[config.mk]
export PLATFORM = sky130hd
export DESIGN_NAME = bsds_rgb2gray_pipe
export DESIGN_NICKNAME = d
export VERILOG_FILES = /design/src/rtl/bsds_rgb2gray_pkg.sv /design/src/rtl/bsds_rgb2gray_mac.sv /design/src/rtl/bsds_rgb2gray_pipe.sv
export SDC_FILE = /design/constraint.sdc
export NUM_CORES = 1
export LEC_CHECK = 0
export CAP_MARGIN = 20
export CORE_MARGIN = 4
export CORE_UTILIZATION = 68
export DETAILED_ROUTE_END_ITERATION = 6
export GPL_TIMING_DRIVEN = 0
export PLACE_DENSITY_LB_ADDON = 0.12
export SLEW_MARGIN = 20
export SYNTH_ARGS = -nofsm -noshare
export SYNTH_HDL_FRONTEND = slang
export SYNTH_HIERARCHICAL = 1
export SYNTH_SLANG_ARGS = --single-unit
[constraint.sdc]
create_clock -name clk -period 10.6 [get_ports clk]
set_input_delay 1.59 -clock clk [delete_from_list [all_inputs] [get_ports clk]]
set_output_delay 1.59 -clock clk [all_outputs]
set_load 0.02 [all_outputs]
[src/rtl/bsds_rgb2gray_pkg.sv]
// ----------------------------------------------------------------------------
// bsds_rgb2gray_pkg
// Shared constants for the pipelined RGB-to-gray converter: conversion mode
// encodings, BT.601 luma weights (expressed in 1/256 units), and the
// reciprocal-of-three constant used by the MEAN mode.
// ----------------------------------------------------------------------------
package bsds_rgb2gray_pkg;

    // Conversion mode encodings carried on mode_in / mode_out
    localparam logic [1:0] MODE_LEGACY = 2'd0;
    localparam logic [1:0] MODE_BT601  = 2'd1;
    localparam logic [1:0] MODE_MEAN   = 2'd2;
    localparam logic [1:0] MODE_MAX    = 2'd3;

    // BT.601 luma weights in 1/256 units; they sum to exactly 256 so a
    // white pixel maps to full scale before rounding.
    localparam int BT601_WR = 77;
    localparam int BT601_WG = 150;
    localparam int BT601_WB = 29;

    // MEAN mode: (R+G+B)/3 approximated as (R+G+B)*171/512
    localparam int MEAN_MUL   = 171;
    localparam int MEAN_SHIFT = 9;

    // Rescale a 1/256 weight to the configured number of fraction bits.
    function automatic int scale_weight(input int w, input int frac_bits);
        return (w << frac_bits) >> 8;
    endfunction

endpackage

[src/rtl/bsds_rgb2gray_mac.sv]
// ----------------------------------------------------------------------------
// bsds_rgb2gray_mac
// Combinational weighted-sum stage of the RGB-to-gray pipeline. Produces the
// unrounded, unshifted sum for the LEGACY/BT601/MEAN modes and, in parallel,
// the channel maximum for the MAX mode. The parent registers both results.
//
// Ports
//   r, g, b   in   DATA_WIDTH               colour samples
//   mode      in   2                        conversion mode for this pixel
//   sum       out  DATA_WIDTH+COEF_WIDTH+2  weighted sum (mode dependent)
//   max_val   out  DATA_WIDTH               max(r, g, b)
// ----------------------------------------------------------------------------
module bsds_rgb2gray_mac
    import bsds_rgb2gray_pkg::*;
#(
    parameter int DATA_WIDTH = 8,
    parameter int COEF_WIDTH = 8
) (
    input  logic [DATA_WIDTH-1:0]            r,
    input  logic [DATA_WIDTH-1:0]            g,
    input  logic [DATA_WIDTH-1:0]            b,
    input  logic [1:0]                       mode,
    output logic [DATA_WIDTH+COEF_WIDTH+1:0] sum,
    output logic [DATA_WIDTH-1:0]            max_val
);

    localparam int ACC_W = DATA_WIDTH + COEF_WIDTH + 2;

    localparam logic [ACC_W-1:0] WR     = ACC_W'(scale_weight(BT601_WR, COEF_WIDTH));
    localparam logic [ACC_W-1:0] WG     = ACC_W'(scale_weight(BT601_WG, COEF_WIDTH));
    localparam logic [ACC_W-1:0] WB     = ACC_W'(scale_weight(BT601_WB, COEF_WIDTH));
    localparam logic [ACC_W-1:0] MEAN_K = ACC_W'(MEAN_MUL);

    logic [ACC_W-1:0] r_ext;
    logic [ACC_W-1:0] g_ext;
    logic [ACC_W-1:0] b_ext;

    assign r_ext = ACC_W'(r);
    assign g_ext = ACC_W'(g);
    assign b_ext = ACC_W'(b);

    always_comb begin
        sum = '0;
        case (mode)
            MODE_LEGACY: sum = r_ext + (g_ext << 1) + b_ext;
            MODE_BT601:  sum = WR * r_ext + WG * g_ext + WB * b_ext;
            MODE_MEAN:   sum = (r_ext + g_ext + b_ext) * MEAN_K;
            default:     sum = '0;   // MAX mode uses max_val instead
        endcase
    end

    always_comb begin
        max_val = r;
        if (g > max_val) max_val = g;
        if (b > max_val) max_val = b;
    end

endmodule

[src/rtl/bsds_rgb2gray_pipe.sv]
// ----------------------------------------------------------------------------
// bsds_rgb2gray_pipe
// Three-stage pipelined RGB-to-gray converter with valid/ready handshake,
// frame markers and four run-time conversion modes. One pixel per clock,
// three cycles of latency. The whole pipeline advances on a single enable,
// so a stalled output freezes every stage (no skid buffer).
//
// Ports
//   clk        in   1   rising-edge clock
//   rst_n      in   1   asynchronous active-low reset
//   r/g/b_data_in in N  colour samples
//   sof_in     in   1   first pixel of frame (qualified by valid_in)
//   eol_in     in   1   last pixel of line (qualified by valid_in)
//   mode_in    in   2   mode request, latched only on an accepted sof beat
//   valid_in   in   1   input beat valid
//   ready_out  out  1   block accepts a beat this cycle
//   data_out   out  N   gray sample
//   sof_out    out  1   sof aligned with data_out
//   eol_out    out  1   eol aligned with data_out
//   mode_out   out  2   mode used for the current data_out beat
//   valid_out  out  1   output beat valid
//   ready_in   in   1   downstream accepts the beat this cycle
// ----------------------------------------------------------------------------
module bsds_rgb2gray_pipe
    import bsds_rgb2gray_pkg::*;
#(
    parameter int DATA_WIDTH = 8,
    parameter int COEF_WIDTH = 8
) (
    input  logic                  clk,
    input  logic                  rst_n,
    input  logic [DATA_WIDTH-1:0] r_data_in,
    input  logic [DATA_WIDTH-1:0] g_data_in,
    input  logic [DATA_WIDTH-1:0] b_data_in,
    input  logic                  sof_in,
    input  logic                  eol_in,
    input  logic [1:0]            mode_in,
    input  logic                  valid_in,
    output logic                  ready_out,
    output logic [DATA_WIDTH-1:0] data_out,
    output logic                  sof_out,
    output logic                  eol_out,
    output logic [1:0]            mode_out,
    output logic                  valid_out,
    input  logic                  ready_in
);

    localparam int ACC_W = DATA_WIDTH + COEF_WIDTH + 2;

    localparam logic [ACC_W:0] SAT_MAX   = (ACC_W+1)'({DATA_WIDTH{1'b1}});
    localparam logic [ACC_W:0] RND_BT601 = (ACC_W+1)'(1) << (COEF_WIDTH - 1);
    localparam logic [ACC_W:0] RND_MEAN  = (ACC_W+1)'(1) << (MEAN_SHIFT - 1);

    // Round-to-nearest and scale the weighted sum back to pixel range.
    // One extra headroom bit absorbs the rounding constant.
    function automatic logic [ACC_W:0] round_shift(input logic [ACC_W-1:0] s,
                                                   input logic [1:0]       m);
        logic [ACC_W:0] v;
        v = {1'b0, s};
        case (m)
            MODE_LEGACY: return v >> 2;
            MODE_BT601:  return (v + RND_BT601) >> COEF_WIDTH;
            MODE_MEAN:   return (v + RND_MEAN) >> MEAN_SHIFT;
            default:     return v;
        endcase
    endfunction

    function automatic logic [DATA_WIDTH-1:0] saturate(input logic [ACC_W:0] v);
        if (v > SAT_MAX) return {DATA_WIDTH{1'b1}};
        return v[DATA_WIDTH-1:0];
    endfunction

    logic                  en;
    logic                  accept;
    logic [1:0]            active_mode;
    logic [1:0]            mode_eff;

    logic                  vld_p0, vld_p1, vld_p2;
    logic [DATA_WIDTH-1:0] r_p0, g_p0, b_p0;
    logic                  sof_p0, eol_p0;
    logic [1:0]            mode_p0;

    logic [ACC_W-1:0]      sum_c;
    logic [DATA_WIDTH-1:0] max_c;

    logic [ACC_W-1:0]      sum_p1;
    logic [DATA_WIDTH-1:0] max_p1;
    logic                  sof_p1, eol_p1;
    logic [1:0]            mode_p1;

    logic [DATA_WIDTH-1:0] data_p2;
    logic                  sof_p2, eol_p2;
    logic [1:0]            mode_p2;

    // Whole pipeline moves unless a valid beat is parked at the output.
    assign en        = !vld_p2 || ready_in;
    assign ready_out = en;
    assign accept    = valid_in && en;

    // A sof beat takes its own requested mode, not the previously latched one.
    assign mode_eff = (valid_in && sof_in) ? mode_in : active_mode;

    always_ff @(posedge clk or negedge rst_n) begin
        if (!rst_n) begin
            active_mode <= MODE_LEGACY;
            vld_p0      <= 1'b0;
            vld_p1      <= 1'b0;
            vld_p2      <= 1'b0;
        end else begin
            if (accept && sof_in) active_mode <= mode_in;
            if (en) begin
                vld_p0 <= valid_in;
                vld_p1 <= vld_p0;
                vld_p2 <= vld_p1;
            end
        end
    end

    // ---- S1: register input pixel, markers and effective mode ----
    always_ff @(posedge clk) begin
        if (en) begin
            r_p0    <= r_data_in;
            g_p0    <= g_data_in;
            b_p0    <= b_data_in;
            sof_p0  <= sof_in;
            eol_p0  <= eol_in;
            mode_p0 <= mode_eff;
        end
    end

    bsds_rgb2gray_mac #(
        .DATA_WIDTH (DATA_WIDTH),
        .COEF_WIDTH (COEF_WIDTH)
    ) u_mac (
        .r       (r_p0),
        .g       (g_p0),
        .b       (b_p0),
        .mode    (mode_p0),
        .sum     (sum_c),
        .max_val (max_c)
    );

    // ---- S2: register weighted sum and channel maximum ----
    always_ff @(posedge clk) begin
        if (en) begin
            sum_p1  <= sum_c;
            max_p1  <= max_c;
            sof_p1  <= sof_p0;
            eol_p1  <= eol_p0;
            mode_p1 <= mode_p0;
        end
    end

    // ---- S3: round, shift, saturate; output register ----
    always_ff @(posedge clk or negedge rst_n) begin
        if (!rst_n) begin
            data_p2 <= '0;
            sof_p2  <= 1'b0;
            eol_p2  <= 1'b0;
            mode_p2 <= MODE_LEGACY;
        end else if (en) begin
            data_p2 <= (mode_p1 == MODE_MAX) ? max_p1
                                             : saturate(round_shift(sum_p1, mode_p1));
            sof_p2  <= sof_p1;
            eol_p2  <= eol_p1;
            mode_p2 <= mode_p1;
        end
    end

    assign data_out  = data_p2;
    assign sof_out   = sof_p2;
    assign eol_out   = eol_p2;
    assign mode_out  = mode_p2;
    assign valid_out = vld_p2;

endmodule
== After elaboration in Yosys (flattened, before gate mapping) ==
Index checks and enable logic that the tools add are counted.
Storage, ports and cells
  memory bits (read-only): 0
  memory bits (writable): 0
  bits in latches: 0
  input port bits: 32
  word-level logic and storage cells: 57
  flip-flop bits (word level): 75
  memories: 0
  output and inout port bits: 14
Cells by class
  reductions and logical operators: 7
  equality and inequality tests: 5
  bitwise operators: 0
  add/subtract/negate cells: 8
  $lt $le $gt $ge: 3
  multipliers: 4
  muxes and demuxes: 11
  shifts and indexed selects: 0
  divide/modulo/power cells: 0
Operators with widths (count)
  $pmux W18 S3: 2
  $mux W8: 5
  $add A18 B18 Y18: 2
  $add A18 B8 Y18: 2
  $mul A7 B8 Y15 const A: 2
  $add A18 B8 Y19 const B: 1
  $add A18 B9 Y19 const B: 1
  $gt A19 B8 Y1 const B: 1
  $mux W19: 1
  $mul A18 B8 Y18 const B: 1
  $gt A8 B8 Y1: 2
  $mul A5 B8 Y13 const A: 1
  $add A8 B9 Y10: 1
  $add A8 B8 Y9: 1
  $eq A2 B2 Y1 const B: 3
  $eq A2 B1 Y1 const B: 2
  $logic_not A2 Y1: 2
  $logic_and A1 B1 Y1: 3
  $mux W1: 2
  $mux W2: 1
  $logic_not A1 Y1: 1
  $logic_or A1 B1 Y1: 1

== Depth between registers and ports, before layout ==
Gate-level depths: netlist (run 1).
  depth after elaboration: 8
  gate-level depth with buffers: 29
  mapped depth without buffers: 29

== Cells and area by module ==
The synthesis (run 1) kept the hierarchy.
By module, submodules not included
  bsds_rgb2gray_mac: sequential area each 0.0 µm², times used 1, area an instance 6934.2 µm², cells an instance 800
  bsds_rgb2gray_pipe: sequential area each 2107.0 µm², times used 1, area an instance 2932.8 µm², cells an instance 196

== Worst setup path after synthesis (run 1) ==
No wires, ideal clock.
  path kind: reg2reg
  start point: register g_p0[4]
  end point: register sum_p1[17] (data pin)
  required time: 10.448 ns
  stages on the path, launching flop included: 25
  slack: 3.879 ns
  buffers on the path: 0
  library setup time: 0.152 ns
  clock period less this slack: 6.721 ns
  arrival time: 6.569 ns
  cells stage by stage: edfxtp_1 ha_1 ha_1 inv_1 fa_1 fa_1 inv_1 ha_1 xnor2_1 ha_1 fa_1 inv_1 fa_1 inv_1 ha_1 and3_1 a2111o_1 xor2_1 ha_1 nand2_1 o21ai_0 a31oi_1 nor3_2 or4b_1 o21ai_0
Between the ends
  longest elaborated chain between the ends: 4
  elaborated cells between the ends (all ways): 9
  classes of those cells: add/sub: 6; mul: 2; mux: 1
RTL lines
  start: declaration: RTL line bsds_rgb2gray_pipe.sv:79  | logic [DATA_WIDTH-1:0] r_p0, g_p0, b_p0;
  start signal: assignment: RTL line bsds_rgb2gray_pipe.sv:123  | g_p0 <= g_data_in;
  $add A8 B8 Y9 or $mul A7 B8 Y15 (tied branches): RTL line bsds_rgb2gray_mac.sv:47, bsds_rgb2gray_mac.sv:46
  $add A18 B8 Y18 or $add A18 B18 Y18 (tied branches): RTL line bsds_rgb2gray_mac.sv:47, bsds_rgb2gray_mac.sv:46
  $mul A18 B8 Y18 or $add A18 B18 Y18 (tied branches): RTL line bsds_rgb2gray_mac.sv:47, bsds_rgb2gray_mac.sv:46
  $pmux W18 S3 (*): RTL line bsds_rgb2gray_mac.sv:44  | case (mode)
  named net sum_c[17]: RTL line bsds_rgb2gray_pipe.sv:83  | logic [ACC_W-1:0] sum_c;
  end signal: assignment: RTL line bsds_rgb2gray_pipe.sv:146  | sum_p1 <= sum_c;
  end: declaration: RTL line bsds_rgb2gray_pipe.sv:86  | logic [ACC_W-1:0] sum_p1;
Mark *: on every way through the listed nets, which the timed path passes. The rest lies on a longest branch.
A chain may end at the register's enable or synchronous reset.

== Worst setup path after layout (run 1) ==
Ends and elaborated chain as after synthesis.

==> summary.md, run 1 <==
| Metric | Value |
|---|---|
| Initial core utilization | 70.05% |
| Vias in the first global route | 7,773 |
| Core ar. | 14,040 um2 |
| Final Hold Vio Count | 0 |
| Max_slew headroom | 50.72% |
| Die Y | 128.3 um |
| CTS sink count | 73 |
| Ant diodes | 0 |
| CTS Root Cell | clkbuf_16 |
| Routed Antenna Nets | 0 |
| CTS resizes | 0 |
| Largest net degree at the start of global routing | 30 |
| First-pass GRT wire length | 36,560 um |
| Hold WC Path Type | flop to flop |
| Worst Setup End Kind | flop |
| Mapped Cells | 991 |
| Synthesized area per cell | 9.926 um2 |
| Setup-failing EPs final | 0 |
| Cell Area, Placed | 10,560 um2 |
| RePlAce Congestion | 0.9135 |
| FF-to-FF Start | g_p0[4] |
| Period utilization | 71.26% |
| CTS Hold Buffers Added | 0 |
| CP Max Fanout | 8 |
| Max Root-Sink Buffers | 2 |
| Cell repeated most along the worst path | ha_1 |
| Slowest CP cell | edfxtp_1 |
| Final min period | 7553 ps |
| Hold Crit Start | eol_p0 |
| Num CTS Buffers | 9 |
| Die X-Extent | 128.3 um |
| Post-route cell area | 10,850 um2 |
| Mapped Nets | 1,298 |
| Multi-input gate area | 7066 um2 |
| Final WL | 21,490 um |
| Maxcap violations | 0 |
| Crit Path Class | flop to flop |
| Worst slack, placed | 3144 ps |
| Initial antenna violation count | 0 |
| # DRC | 0 |
| First-pass detailed-route iteration total | 5 |
| Routed vias | 7,453 |
| FF-to-FF path depth | 26 |
| Fmax | 132.4 MHz |
| Reg2reg setup slack | 3050 ps |
| TritonCTS clock tree | built |
| Nets@finish | 1,356 |
| Setup WS post-layout | 3047 ps |
| Setup Buffers After CTS | 0 |
| Max H-tree Level | 3 |
| Post-Syn Area | 9837 um2 |
| I/O Buffers | 45 |
| Initial DRC Count | 414 |
| Row Count | 43 |
| Fillcell total | 982 |
| Sequential Area | 2107 um2 |
| Wire per inst | 17.41 um |
| Worst path max stage delay | 640 ps |
| GR Overflow Total | 0 |
| Total GRT Usage | 28.11% |
| Io pins | 46 |
| Clk_skew | 13.11 ps |
| Status | complete, no violations |
| Worst EP arrival | 7710 ps |
| Slew Viols, Final | 0 |
| Clk_lat worst skew | 350 ps |
| Final HPWL from detailed placement | 17,220 um |
| Clk slew on worst S/H paths | 70 ps |
| CP startpoint kind | flop |
| Area Growth Syn to Fin | 10.25% |
| CP required | 10,760 ps |
| Slew @ Worst Pin | 736.9 ps |
| Vias per cell | 6.040 |
| Die ar. | 16,450 um2 |
| Sum Neg Setup Slack | 0 ps |
| Hold path depth | 0 |
| Critical Path Start | g_p0[4] |
| Worst R2R End | sum_p1[17] |
| Syn. warnings | 6 |
| WHS Endpoint | eol_p1 |
| Layout cell share with drive strength beyond 1 | 4.554% |
| RSZ-0062 raised after global routing | false |
[per-stage QoR]
stage	hold slack [ps]	util (%)	cells
2_1_floorplan	400.3	-	991
3_3_place_gp	400.9	74.86	1216
3_5_place_dp	405.6	75.21	1218
4_1_cts	423.2	77.23	1234
5_1_grt	438.5	77.23	1234
6_report	421.7	77.23	1234
[placed cells by master (no fill, tap or decap), types with 3 or more instances in the layout]
cell type,count
a211o_1,3
a211oi_1,10
a21o_1,20
a21oi_1,66
a31oi_1,6
a41oi_1,3
and3_1,4
buf_1,5
buf_2,7
clkbuf_1,9
clkbuf_16,9
clkdlybuf4s50_1,45
dfrtp_1,17
edfxtp_1,56
fa_1,74
ha_1,201
inv_1,154
inv_6,3
mux2_2,11
mux2i_1,15
nand2_1,32
nand2b_1,15
nand3_1,13
nand4_1,10
nor2_1,45
nor2b_1,9
nor3_1,5
o21a_1,7
o21ai_0,37
o21bai_1,11
o22ai_1,22
o31ai_1,4
or2_2,5
or4_1,4
xnor2_1,46
xor2_1,29
[how the worst max path moves through the flow]
| stage | end | slack, ps | depth (start not counted) |
|---|---|---|---|
| final | sum_p1[17] | 3050 | 26 |
| after global routing | sum_p1[17] | 2630 | 26 |
| after CTS | sum_p1[17] | 3100 | 26 |
| after detailed placement | sum_p1[17] | 3140 | 26 |
| after global placement | ready_out | 2990 | 5 |
| after floorplan | sum_p1[17] | 3880 | 24 |
[sequential cells by signal, summed over array words and instances (netlist names)]
name	cells
active_mode	2
b_p0	8
data_out	8
eol_out	1
eol_p0	1
eol_p1	1
g_p0	8
max_p1	8
mode_out	2
mode_p0	2
mode_p1	2
r_p0	8
sof_out	1
sof_p0	1
sof_p1	1
sum_p1	16
valid_out	1
vld_p0	1
vld_p1	1
[per-layer routing]
| metal | vias up | track usage, % | wire, um |
|---|---|---|---|
| met3 | 70 | 5.083 | 1156 |
| met2 | 229 | 48.08 | 10630 |
| li1 | 3590 | - | - |
| met5 | - | 0 | 0 |
| met4 | 0 | 12.86 | 887 |
| met1 | 3564 | 34.49 | 8817 |
[final cells by class]
cell class	count	area share (%)
Inverter	154	5.330
Tap cell	180	2.077
Timing Repair Buffer	47	4.592
Clock buffer	9	2.077
Multi-Input combinational cell	743	65.15
Sequential cell	73	19.43
Clock inverter	7	0.5422
Buffer	21	0.8076
[worst max-delay path, delay by kind of cell, from the launching register on]
kind | cells | cell delay, ps
buffers and inverters | 4 | 180
DFF | 1 | 640
adders and majority gates | 10 | 4050
AOI/OAI and AO/OA | 6 | 1250
and+or+nand+nor | 4 | 950
xor gates and xnor gates | 2 | 280
Power of run 1 is not shown: default switching activity piles up to over one toggle a cycle in this logic, so the estimate is an artifact.
==> inputs of run 2 (changes only) <==
--- a/config.mk
+++ b/config.mk
@@ -7,7 +7,7 @@
 export LEC_CHECK = 0
 export CAP_MARGIN = 20
 export CORE_MARGIN = 4
-export CORE_UTILIZATION = 68
+export CORE_UTILIZATION = 57
 export DETAILED_ROUTE_END_ITERATION = 6
 export GPL_TIMING_DRIVEN = 0
 export PLACE_DENSITY_LB_ADDON = 0.12
==> constraint.sdc (replaced) <==
create_clock -name clk -period 6.6 [get_ports clk]
set_input_delay 0.99 -clock clk [delete_from_list [all_inputs] [get_ports clk]]
set_output_delay 0.99 -clock clk [all_outputs]
set_load 0.02 [all_outputs]
==> summary.md, run 2 (synthesis results as in run 1) <==
| Metric | Value |
|---|---|
| Status | complete, but fails checks (was complete, no violations) |
| Failing checks | setup timing |
| Die ar. | 19,420 um2 (was 16,450 um2) |
| RePlAce Congestion | 0.8969 (was 0.9135) |
| Most frequent cells in the layout | ha_1 (188), inv_1 (147), fa_1 (72) (was ha_1 (201), inv_1 (154), fa_1 (74)) |
| Cell repeated most along the worst path | ha_4 (was ha_1) |
| Routed Antenna Nets | 0 (unchanged) |
| Ant diodes | 0 (unchanged) |
| Top sig layer | met4 (unchanged) |
| Maxcap violations | 0 (unchanged) |
| Fillcell total | 1,281 (was 982) |
| Clk_skew | 12.42 ps (was 13.11 ps) |
| GR Overflow Total | 0 (unchanged) |
| DR WL met2 | 11,250 um (was 10,630 um) |
| Largest net degree at the start of global routing | 33 (was 30) |
| Setup-failing EPs final | 4 (was 0) |
| FF-to-FF path depth | 24 (was 26) |
| Critical Path, Cell by Cell | ha_1 -> ha_4 -> ha_4 -> inv_2 -> fa_1 -> inv_2 -> ha_4 -> inv_4 -> xnor2_2 -> fa_1 -> fa_2 -> fa_1 -> inv_2 -> ha_4 -> and3_4 -> a2111o_1 -> xor2_1 -> ha_1 -> buf_6 -> a41oi_2 -> a2111o_1 -> nor3_2 -> xor2_1 -> o22ai_1 |
| CP startpoint kind | flop (unchanged) |
| Buffers and inverters on the worst path | 5 (was 4) |
| Num CTS Buffers | 9 (unchanged) |
| Final Hold Vio Count | 0 (unchanged) |
| Final min period | 6739 ps (was 7553 ps) |
| Multi-input gate area | 7413 um2 (was 7066 um2) |
| First-pass GRT wire length | 36,580 um (was 36,560 um) |
| Period utilization | 102.1% (was 71.26%) |
| First-pass detailed-route iteration total | 7 (was 5) |
| Initial antenna violation count | 0 (unchanged) |
| Critical Path Start | g_p0[5] (was g_p0[4]) |
| Worst path max stage delay | 530 ps (was 640 ps) |
| Vias in the first global route | 7,442 (was 7,773) |
| Hold path depth | 0 (unchanged) |
| Max_slew headroom | 45.54% (was 50.72%) |
| Setup WS post-layout | -139.3 ps (was 3047 ps) |
| I/O Buffers | 45 (unchanged) |
| CP Max Fanout | 6 (was 8) |
| Area Growth Syn to Fin | 17.64% (was 10.25%) |
| Max H-tree Level | 3 (unchanged) |
| Io pins | 46 (unchanged) |
| Final HPWL from detailed placement | 17,390 um (was 17,220 um) |
| Max Root-Sink Buffers | 2 (unchanged) |
| Hold WC Path Type | flop to flop (unchanged) |
| Clk_lat worst skew | 350 ps (about the same) |
| Worst EP arrival | 6800 ps (was 7710 ps) |
| Initial DRC Count | 357 (was 414) |
| Final WL | 22,380 um (was 21,490 um) |
| Row Count | 47 (was 43) |
| TritonCTS clock tree | built (unchanged) |
| Most common cell after layout, fill and taps aside | ha_1 (unchanged) |
| Hold Crit Start | sof_p0 (was eol_p0) |
| WHS | 422.3 ps (was 421.7 ps) |
| CP required | 6660 ps (was 10,760 ps) |
| Clk slew on worst S/H paths | 70 ps (about the same) |
| Crit Path Class | flop to flop (unchanged) |
| Sequential Area | 2107 um2 (unchanged) |
| Sum Neg Setup Slack | -247.8 ps (was 0 ps) |
| Cells after DPL | 1,258 (was 1,218) |
| Routed vias | 7,419 (was 7,453) |
| Largest reg by FF count | sum_p1 (unchanged) |
| Slowest CP cell | fa_1 (was edfxtp_1) |
| Largest register FFs | 16 (unchanged) |
| Wire per inst | 17.00 um (was 17.41 um) |
| Worst Setup End Kind | flop (unchanged) |
| Core ar. | 16,760 um2 (was 14,040 um2) |
| WL met3 | 849 um (was 1156 um) |
| Cell Area, Placed | 10,630 um2 (was 10,560 um2) |
| RSZ-0062 raised after global routing | true (was false) |
| Die X-Extent | 139.4 um (was 128.3 um) |
| Slew Viols, Final | 0 (unchanged) |
| Cell family with most CP delay | adder cells (unchanged) |
| CTS Root Cell | clkbuf_16 (unchanged) |
| Nets@finish | 1,398 (was 1,356) |
| Slew @ Worst Pin | 814.4 ps (was 736.9 ps) |
| CTS sink count | 73 (unchanged) |
| Post-route insts no fill | 1,316 (was 1,234) |
| Metal-1 WL | 9555 um (was 8817 um) |
| FF-to-FF Start | g_p0[5] (was g_p0[4]) |
| Post-route cell area | 11,570 um2 (was 10,850 um2) |
| Vias per cell | 5.638 (was 6.040) |
| WP depth | 24 (was 26) |
| Layout cell share with drive strength beyond 1 | 12.86% (was 4.554%) |
| # DRC | 0 (unchanged) |
| Initial core utilization | 58.69% (was 70.05%) |
| Die Y | 139.4 um (was 128.3 um) |
| Total GRT Usage | 23.46% (was 28.11%) |
| Fmax | 148.4 MHz (was 132.4 MHz) |
-- run 2: changes by cell type in the layout (fill, tap and decap cells not counted), sizes merged --
cell	before	now
buf	14	58
clkbuf	18	16
-- run 2: per-stage QoR --
step | util [%] | setup slack (ps)
5_1_grt | 69.05 | -310.5
4_1_cts | 67.44 | -69.86
6_report | 69.05 | -139.3
3_5_place_dp | 63.42 | -831.9
2_1_floorplan | - | 1.844
3_3_place_gp | 63.17 | -765.7
-- run 2: layer usage --
metal  track usage (%)  up-vias
li1                  -     3677
met1             28.95     3531
met2             41.91      160
met3             4.014       51
met4             7.261        0
met5                 0        -
-- run 2: cell type report --
type | count | area share (%)
Buffer | 19 | 0.6920
Clock buffer | 9 | 1.946
Clock inverter | 7 | 0.5082
Inverter | 154 | 5.017
Multi-Input combinational cell | 743 | 64.06
Sequential cell | 73 | 18.21
Tap cell | 220 | 2.379
Timing Repair Buffer | 91 | 7.190
-- run 2: path summary, 6_finish.rpt --
| path | end | slack (ps) |
|---|---|---|
| min in group asynchronous | valid_out | 1090 |
| setup / recovery | sum_p1[16] | -140 |
| hold / removal | sof_p1 | 420 |
| hold reg to reg | sof_p1 | 420 |
| setup reg to reg | sum_p1[16] | -140 |
| max in group asynchronous | eol_out | 5030 |
-- run 2: what timing repair did --
| item | CTS | global route |
|---|---|---|
| setup buffers | 24 | 20 |
| endpoints found under the setup margin | 8 | 6 |
| hold buffers | 0 | 0 |
| resized for setup | 39 | 23 |
| pin swaps | 32 | 26 |
Power of run 2 is left out for the same reason.
